`config.mk`:
```
export PLATFORM = sky130hd
export DESIGN_NAME = uart_bus_bridge_flat
export DESIGN_NICKNAME = d
export VERILOG_FILES = /design/src/rtl/uart_bus_bridge_if.sv /design/src/rtl/uart_bus_bridge.sv /design/src/flat_wrapper.sv
export SDC_FILE = /design/constraint.sdc
export NUM_CORES = 1
export LEC_CHECK = 0
export BUFFER_PORTS_ARGS = -buffer_cell sky130_fd_sc_hd__buf_2
export CAP_MARGIN = 20
export CORE_UTILIZATION = 40
export DETAILED_ROUTE_END_ITERATION = 8
export GPL_TIMING_DRIVEN = 1
export PLACE_DENSITY_LB_ADDON = 0.05
export SETUP_SLACK_MARGIN = 0.5
export SLEW_MARGIN = 20
export SYNTH_ARGS = -nofsm -noshare
export SYNTH_HDL_FRONTEND = slang
export SYNTH_SLANG_ARGS = --single-unit
```
`constraint.sdc`:
```
create_clock -name clk -period 13.7 [get_ports clk]
set_input_delay 0.685 -clock clk [delete_from_list [all_inputs] [get_ports clk]]
set_output_delay 0.685 -clock clk [all_outputs]
set_load 0.005 [all_outputs]
```
`src/rtl/uart_bus_bridge_if.sv`:
```
// uart_bus_bridge_if: bus FIFO port plus UART byte streams of the bridge.
// slave = bridge side, master = bus/UART side.
interface uart_bus_bridge_if #(
  parameter int bits = 65
);
  logic            bus_pndng;
  logic            bus_pop;
  logic [bits-1:0] bus_D_pop;
  logic            bus_push;
  logic [bits-1:0] bus_D_push;
  logic [7:0]      tx_data;
  logic            tx_valid;
  logic            tx_ready;
  logic [7:0]      rx_data;
  logic            rx_valid;
  logic            frm_err;
  logic            chk_err;

  modport slave (
    input  bus_pndng, bus_D_pop,
    input  tx_ready, rx_data, rx_valid,
    output bus_pop, bus_push, bus_D_push,
    output tx_data, tx_valid,
    output frm_err, chk_err
  );

  modport master (
    output bus_pndng, bus_D_pop,
    output tx_ready, rx_data, rx_valid,
    input  bus_pop, bus_push, bus_D_push,
    input  tx_data, tx_valid,
    input  frm_err, chk_err
  );
endinterface

```
`src/rtl/uart_bus_bridge.sv`:
```
// uart_bus_bridge: packet <-> byte-stream adapter between UART and bus.
// Optional trailing XOR checksum byte: define UART_BUS_BRIDGE_CHKSUM_EN.
module uart_bus_bridge #(
  parameter int bits = 65
) (
  input logic              clk,
  input logic              reset,
  uart_bus_bridge_if.slave io
);
  localparam int NBYTES = (bits + 7) / 8;
  localparam int W      = 8 * NBYTES;
  localparam int PAD    = W - bits;
`ifdef UART_BUS_BRIDGE_CHKSUM_EN
  localparam int NSEND  = NBYTES + 1;
  localparam int RSW    = bits;
`else
  localparam int NSEND  = NBYTES;
  localparam int RSW    = bits - 8;
`endif
  localparam int SW     = 8 * NSEND;
  localparam int CW     = $clog2(NSEND + 1);

  typedef enum logic {T_IDLE, T_SEND} tx_state_t;

  tx_state_t       state_q, state_d;
  logic [SW-1:0]   tx_sr;
  logic [CW-1:0]   tx_cnt;
  logic            tx_fire;
  logic [CW-1:0]   rx_cnt;
  logic [RSW-1:0]  rx_sr;
  logic            pad_bad;
  logic            rx_last;

`ifdef UART_BUS_BRIDGE_CHKSUM_EN
  logic [7:0]      rx_ck;

  function automatic logic [7:0] byte_xor(
    input logic [bits-1:0] p
  );
    logic [W-1:0] e;
    logic [7:0]   x;
    e = W'(p);
    x = '0;
    for (int i = 0; i < NBYTES; i++)
      x ^= e[8*i +: 8];
    return x;
  endfunction
`endif

  always_ff @(posedge clk or posedge reset) begin
    if (reset) state_q <= T_IDLE;
    else       state_q <= state_d;
  end

  always_comb begin
    state_d     = state_q;
    io.bus_pop  = 1'b0;
    io.tx_valid = 1'b0;
    unique case (state_q)
      T_IDLE: begin
        io.bus_pop = io.bus_pndng;
        if (io.bus_pndng) state_d = T_SEND;
      end
      T_SEND: begin
        io.tx_valid = 1'b1;
        if (io.tx_ready && tx_cnt == CW'(NSEND - 1))
          state_d = T_IDLE;
      end
      default: state_d = T_IDLE;
    endcase
  end

  assign tx_fire    = io.tx_valid && io.tx_ready;
  assign io.tx_data = tx_sr[SW-1 -: 8];

  // the checksum rides as the last byte of the shift register
  always_ff @(posedge clk or posedge reset) begin
    if (reset) begin
      tx_sr  <= '0;
      tx_cnt <= '0;
    end else if (io.bus_pop) begin
`ifdef UART_BUS_BRIDGE_CHKSUM_EN
      tx_sr  <= {W'(io.bus_D_pop), byte_xor(io.bus_D_pop)};
`else
      tx_sr  <= SW'(io.bus_D_pop);
`endif
      tx_cnt <= '0;
    end else if (tx_fire) begin
      tx_sr  <= tx_sr << 8;
      tx_cnt <= tx_cnt + CW'(1);
    end
  end

  assign pad_bad = (io.rx_data >> (8 - PAD)) != 8'd0;
  assign rx_last = rx_cnt == CW'(NSEND - 1);

`ifndef UART_BUS_BRIDGE_CHKSUM_EN
  assign io.chk_err = 1'b0;
`endif

  always_ff @(posedge clk or posedge reset) begin
    if (reset) begin
      rx_cnt        <= '0;
      rx_sr         <= '0;
      io.bus_push   <= 1'b0;
      io.bus_D_push <= '0;
      io.frm_err    <= 1'b0;
`ifdef UART_BUS_BRIDGE_CHKSUM_EN
      io.chk_err    <= 1'b0;
      rx_ck         <= '0;
`endif
    end else begin
      io.bus_push <= 1'b0;
      io.frm_err  <= 1'b0;
`ifdef UART_BUS_BRIDGE_CHKSUM_EN
      io.chk_err  <= 1'b0;
`endif
      if (io.rx_valid) begin
        if (rx_cnt == '0 && pad_bad) begin
          io.frm_err <= 1'b1;
        end else if (rx_last) begin
          rx_cnt <= '0;
`ifdef UART_BUS_BRIDGE_CHKSUM_EN
          if (io.rx_data == rx_ck) begin
            io.bus_push   <= 1'b1;
            io.bus_D_push <= rx_sr;
          end else begin
            io.chk_err    <= 1'b1;
          end
`else
          io.bus_push   <= 1'b1;
          io.bus_D_push <= {rx_sr, io.rx_data};
`endif
        end else begin
          rx_cnt <= rx_cnt + CW'(1);
          rx_sr  <= {rx_sr[RSW-9:0], io.rx_data};
`ifdef UART_BUS_BRIDGE_CHKSUM_EN
          rx_ck  <= (rx_cnt == '0) ? io.rx_data
                                   : rx_ck ^ io.rx_data;
`endif
        end
      end
    end
  end
endmodule

```
`src/flat_wrapper.sv`:
```
// flat-port wrapper written by rule: the top's interface ports become plain ports
module uart_bus_bridge_flat 
#(
  parameter int bits = 65
)
  (clk, reset, io_bus_pndng, io_bus_D_pop, io_tx_ready, io_rx_data, io_rx_valid, io_bus_pop, io_bus_push, io_bus_D_push, io_tx_data, io_tx_valid, io_frm_err, io_chk_err);
  uart_bus_bridge_if #(.bits(bits)) io_i ();
  input logic clk;
  input logic reset;
  input wire logic [$bits(io_i.bus_pndng)-1:0] io_bus_pndng;
  input wire logic [$bits(io_i.bus_D_pop)-1:0] io_bus_D_pop;
  input wire logic [$bits(io_i.tx_ready)-1:0] io_tx_ready;
  input wire logic [$bits(io_i.rx_data)-1:0] io_rx_data;
  input wire logic [$bits(io_i.rx_valid)-1:0] io_rx_valid;
  output wire logic [$bits(io_i.bus_pop)-1:0] io_bus_pop;
  output wire logic [$bits(io_i.bus_push)-1:0] io_bus_push;
  output wire logic [$bits(io_i.bus_D_push)-1:0] io_bus_D_push;
  output wire logic [$bits(io_i.tx_data)-1:0] io_tx_data;
  output wire logic [$bits(io_i.tx_valid)-1:0] io_tx_valid;
  output wire logic [$bits(io_i.frm_err)-1:0] io_frm_err;
  output wire logic [$bits(io_i.chk_err)-1:0] io_chk_err;
  assign io_i.bus_pndng = io_bus_pndng;
  assign io_i.bus_D_pop = io_bus_D_pop;
  assign io_i.tx_ready = io_tx_ready;
  assign io_i.rx_data = io_rx_data;
  assign io_i.rx_valid = io_rx_valid;
  assign io_bus_pop = io_i.bus_pop;
  assign io_bus_push = io_i.bus_push;
  assign io_bus_D_push = io_i.bus_D_push;
  assign io_tx_data = io_i.tx_data;
  assign io_tx_valid = io_i.tx_valid;
  assign io_frm_err = io_i.frm_err;
  assign io_chk_err = io_i.chk_err;
  uart_bus_bridge #(.bits(bits)) u_core (.clk(clk), .reset(reset), .io(io_i));
endmodule
```
==> results of run 1 <==
-- synth_stat cells --
master / n
o211ai_2: 40
buf_6: 5
ha_1: 4
nor2_1: 51
a22o_1: 16
o211ai_1: 70
a31oi_1: 49
a22oi_1: 8
nand2_1: 234
o221ai_1: 1
o21ai_0: 5
and2_1: 1
a21o_1: 1
nor4_1: 2
conb_1: 1
inv_1: 8
nand3_1: 7
and4b_1: 1
dfrtp_1: 205
clkinv_1: 1
buf_2: 14
a21boi_0: 1
nor2b_1: 1
or4_1: 2
nand4_1: 1
clkbuf_1: 50
nand2b_1: 2
o22ai_1: 1
buf_4: 9
a21bo_2: 1
o2bb2ai_1: 1
buf_1: 5
mux2i_1: 2
mux2_2: 66
a41oi_1: 1
or4b_2: 1
o21a_1: 1
-- kinds of logic (layout without fill, tap and decap cells) --
logic type	count (synthesis)	in the layout	share of synthesized area [%]
AOI/OAI and AO/OA	196	196	17.7
adders and majority gates	4	4	0.545
buffers and inverters	92	215	4.73
DFF	205	205	55.8
muxes	68	68	8.31
other	1	1	0.0408
and+or+nand+nor	303	303	12.9
-- layout by cell type (no fill, tap or decap), types with 3 or more instances in the layout --
cell and count:
o211ai_1 70, dfrtp_1 205, clkbuf_16 23, buf_4 12
buf_2 154, clkbuf_8 10, a22o_1 16, ha_1 4
nand2_1 234, o21ai_0 5, clkinv_2 4, o211ai_2 40
clkbuf_1 3, a31oi_1 49, nand3_1 6, nor2_1 51
inv_1 6, a22oi_1 8, mux2_2 66
-- path summary, 6_finish.rpt --
kind	from	end	slack, ns
min in group clk	io_bus_D_pop[6]	u_core.tx_sr[6]	0.41
min	reset	u_core.tx_sr[66]	0.33
max	u_core.rx_cnt[0]	u_core.io.bus_D_push[26]	10.63
max in group asynchronous	reset	u_core.io.bus_D_push[1]	12.15
max reg2reg	u_core.rx_cnt[0]	u_core.io.bus_D_push[26]	10.63
min reg2reg	u_core.tx_sr[64]	u_core.tx_sr[64]	0.47
-- critical path, stage by stage (launching register included) --
cell and delay [ns]:
dfrtp_1 0.40, inv_1 0.10, ha_1 0.21, nor2b_4 0.27
buf_4 0.53, nand3_4 0.78, mux2_2 0.56
-- per-stage QoR --
step	total power, mW	cells	instance area [µm²]	utilization, %	worst slack [ns]
finish	2.31	1277	10800	47.8	10.63
global route	2.47	1277	10800	47.8	10.37
global placement	1.72	1237	10000	44.5	10.62
detailed placement	1.73	1237	10000	44.5	10.59
floorplan	1.49	869	9190	-	7.42
CTS	2.34	1277	10800	47.8	10.55
-- power by group --
part	internal, mW	switching [mW]	total [mW]
combinational	0.321	0.340	0.661
clock	0.360	0.241	0.601
sequential	0.854	0.189	1.04
total	1.54	0.770	2.31
-- routing by layer --
| metal | up-vias | GRT usage (%) | share of wire (%) |
|---|---|---|---|
| met3 | 28 | 2.45 | 4.1 |
| met1 | 3265 | 29.1 | 51 |
| li1 | 3264 | - | - |
| met5 | - | 0 | 0 |
| met2 | 144 | 28.3 | 44 |
| met4 | 0 | 4.62 | 1.6 |
-- final cells by class --
type,count,share of cell area (%)
Clock buffer,36,6.71
Clock inverter,4,0.185
Inverter,9,0.383
Multi-Input combinational cell,572,33.9
Sequential cell,205,47.5
Tap cell,285,3.30
Timing Repair Buffer,166,7.98
-- flip-flops by register name (all words and copies together), names as in the netlist --
name                  cells
u_core.io.bus_D_push     65
u_core.io.bus_push        1
u_core.io.frm_err         1
u_core.rx_cnt             4
u_core.rx_sr             57
u_core.state_q            1
u_core.tx_cnt             4
u_core.tx_sr             72
==> impl_results.md, run 1 <==
* Outcome: complete, no violations
* Largest net degree at the start of global routing at 110
* IO buf count at 154
* CTS root buf: clkbuf_16
* Routability Congestion at 0.764
* Top area cells in the synthesized netlist: dfrtp_1 56%, nand2_1 9.6%, mux2_2 8.1%
* Post-route antenna net violation count at 0
* CTS tree: yes
* Gr ovfl total at 0
* CP required at 14.08 ns
* # fillers at 2171
* WHS at 0.330 ns
* R2R depth at 6
* H-tree Lvls at 1
* DRT iter0 DRCs at 434
* Post-Syn Area at 9190 µm²
* Drt total wl at 22.0 mm
* Initial antenna violation count at 0
* HPWL after DPL at 13.4 mm
* Number of synthesized register bits at 205
* RSZ-0062 raised after global routing: no
* Worst slew margin at 37.4%
* GRT Total Usage at 19.0%
* CTS resizes at 0
* Mapped Cells at 869
* Synthesis Warnings at 0
* Worst Setup End Kind: flop
* Critical path class: flop to flop
* Vias in the first global route at 6730
* Area growth syn-to-layout at 17.5%
* Layout cells sized above 1 at 32.3%
* WL per Instance at 17.3 µm
* Row count at 55
* Die Y-Extent at 154 µm
* # DRC at 0
* Hold_buf cts at 0
* Crit path arrival time at 3.46 ns
* Tightest Pin Transition at 0.940 ns
* Die X at 154 µm
* Synth Area per Inst at 10.6 µm²
* Core area at 22600 µm²
* Worst-path clk slew at 0.06 ns
* Clock Sinks at 205
* Pleak at 5.22 nW
* First-pass GRT wire length at 36.4 mm
* PwrDens at 214 nW/µm²
* # diodes at 0
* Seq. cell area at 5130 µm²
* Fin. Hold Viols at 0
* Via density at 5.25
* Area leader, netlist: dfrtp_1
* Tmin final at 3.07 ns
* Routed vias at 6701
* Initial Utilization at 40.7%
* Sum of negative setup slack at 0 ns
* Die area at 23600 µm²
* Final #Nets at 1059
* CP Max Fanout at 66
* Distinct cells, synth at 37
* Hold Crit Class: input pin to asynchronous set/reset pin
* Final setup viols at 0
* Clock latency on the worst-skew pair at 0.50 ns
* Fmax at 0.325 GHz
* Ports at 156
* Period utilization at 22.4%
* CTS max path bufs at 3
* Max cap viols at 0
* Num CTS Buffers at 23
* Worst Skew at 0.0128 ns
* Drt pass-1 iters at 5
* Startpoint Class: flop
* Multi-input gate area at 3660 µm²
* Setup bufs post-CTS at 0
* Post-synthesis sequential area ratio at 55.8%
* Share of the synthesized area in the top cell type at 55.8%
* Peak VDD IR at 0.0764 mV
* Final slew viol count at 0
* Syn_nets at 951
Power figures use the tool's default switching activity.
==> inputs of run 2 (changes only) <==
==> constraint.sdc (replaced) <==
create_clock -name clk -period 3.1 [get_ports clk]
set_input_delay 0.155 -clock clk [delete_from_list [all_inputs] [get_ports clk]]
set_output_delay 0.155 -clock clk [all_outputs]
set_load 0.005 [all_outputs]
==> run 2 against run 1 <==
  * Combinational power grew to 4.6 times the previous value
  * Critical path type is now input pin to flop
  * Sequential cell count did not move
  * Clock-buffer cell count down 4
  * Critical path depth did not move
  * Non-clock buffer count up 79
  * Highest routed layer unchanged
  * Cell count is 6.1% higher
  * Global-route usage rose by 1.0 points
  * First-iteration DRC count shrank 13%
==> impl_results.md, run 2 (same netlist as run 1, synthesis figures left out) <==
* Outcome: complete, no violations
* WHS at 0.0316 ns
* IO buf count at 154
* Slowest cell on the critical path: or4_2
* Gr ovfl total at 0
* Layout cells sized above 1 at 30.3%
* Drt pass-1 iters at 6
* Core area at 22600 µm²
* Peak VDD IR at 0.410 mV
* Worst-path clk slew at 0.06 ns
* Period utilization at 75.5%
* Reg2Reg Setup Slack at 1.06 ns
* Routability Congestion at 0.736
* Largest stage delay, worst path at 0.96 ns
* H-tree Lvls at 1
* HPWL after DPL at 13.8 mm
* WL per Instance at 17.1 µm
* Row count at 55
* Max cap viols at 0
* Clock latency on the worst-skew pair at 0.51 ns
* Setup WS pre-CTS at 0.802 ns
* Die area at 23600 µm²
* Tightest Pin Transition at 0.748 ns
* Setup ws final at 0.761 ns
* Routed vias at 7090
* Initial Utilization at 40.7%
* Worst Skew at 0.0166 ns
* Die X at 154 µm
* Vias in the first global route at 7046
* Hold Crit Class: input pin to flop
* Met3 GRT Util at 2.73%
* Post-route antenna net violation count at 0
* Via density at 5.23
* Met1 Track Usage GR at 30.7%
* CP Max Fanout at 42
* Fin. Hold Viols at 0
* CTS tree: yes
* # DRC at 0
* Startpoint Class: input pin
* Max reg flops at 72
* # diodes at 0
* Most common cell after layout, fill and taps aside: nand2_1
* Worst Setup End Kind: flop
* Worst Min Path Start: io_rx_valid
* Drt total wl at 23.1 mm
* Final slew viol count at 0
* Critical path class: input pin to flop
* Area growth syn-to-layout at 26.6%
* Crit path cell chain: dlygate4sd3_1 > buf_2 > or4_2 > o21a_2 > buf_12 > o211ai_1
* First-pass GRT wire length at 38.4 mm
* Initial antenna violation count at 0
* Setup bufs post-CTS at 0
* Sum of negative setup slack at 0 ns
* CTS root buf: clkbuf_16
* Commonest cells after routing, fill and taps aside: 234 x nand2_1, 205 x dfrtp_1, 154 x buf_2
* GRT Total Usage at 20.0%
* Global route hottest layer: met1
* Crit path max-delay family: simple AND/OR/NAND/NOR gates
* Final #Nets at 1138
* GRT met2 Usage at 29.7%
* Tmin final at 2.34 ns
* CTS max path bufs at 3
* Die Y-Extent at 154 µm
* Clock Sinks at 205
* Ports at 156
* Worst path bufs/invs at 3
* PwrDens at 894 nW/µm²
* Critical path launch point: io_rx_data[4]
* Worst slew margin at 50.1%
* Placed Area at 10100 µm²
* CP required at 3.51 ns
* Pleak at 5.57 nW
* Final setup viols at 0
* RSZ-0062 raised after global routing: no
* R2R Path Start: u_core.rx_cnt[0]
* Post-route cell area at 11600 µm²
* Top flop regs: u_core.tx_sr x72, u_core.io.bus_D_push x65, u_core.rx_sr x57
* Fmax at 0.428 GHz
* Crit path arrival time at 2.75 ns
* Num CTS Buffers at 23
* DRT iter0 DRCs at 378
* Top reg by flops: u_core.tx_sr
* Total Power at 10.4 mW
* Largest net degree at the start of global routing at 129
-- run 2: cell types whose count changed in the layout (fill, tap and decap cells not counted) --
cell | before | now
clkinv_2 | 4 | 5
clkinv_1 | 2 | 1
buf_12 | 0 | 4
inv_6 | 0 | 1
dlygate4sd3_1 | 0 | 75
inv_8 | 1 | 0
clkbuf_8 | 10 | 6
clkinvlp_4 | 0 | 1
bufinv_16 | 0 | 2
-- run 2: through the flow --
stage,std cells,util [%]
after floorplan,869,-
after global placement,1241,44.9
after detailed placement,1241,44.9
after CTS,1355,51.5
after global routing,1355,51.5
final,1355,51.5
-- run 2: worst paths after layout --
check,cells after the start,endpoint
max,6,u_core.rx_sr[54]
min,3,u_core.rx_cnt[0]
max reg2reg,6,u_core.rx_cnt[1]
min reg2reg,2,u_core.tx_sr[62]
max in group asynchronous,4,u_core.io.bus_D_push[25]
min in group asynchronous,4,u_core.tx_sr[66]
-- run 2: timing repair --
action,CTS,global route
endpoints found under the hold margin,286,0
gates resized for setup,1,0
hold buffers,75,0
endpoints found under the setup margin,1,0
-- run 2: cell type report --
cell class	instances	area, µm²
Sequential cell	205	5130
Multi-Input combinational cell	572	3660
Fill cell	2110	10900
Clock inverter	7	88.8
Clock buffer	32	669
Inverter	9	38.8
Timing Repair Buffer	245	1690
Tap cell	285	357
-- run 2: tightest hold or removal path, cell delays in order --
cell,delay [ns]
buf_2,0.17
nand2_1,0.09
o22ai_1,0.07
-- run 2: power breakdown --
| part | switching [mW] | internal, mW |
|---|---|---|
| sequential | 0.849 | 3.78 |
| clock | 1.07 | 1.66 |
| combinational | 1.53 | 1.51 |
-- run 2: metal layers --
| metal | routed length, µm | part of all wire (%) |
|---|---|---|
| met5 | 0 | 0 |
| met3 | 832 | 3.6 |
| met1 | 12000 | 52 |
| met4 | 403 | 1.7 |
| met2 | 9910 | 43 |
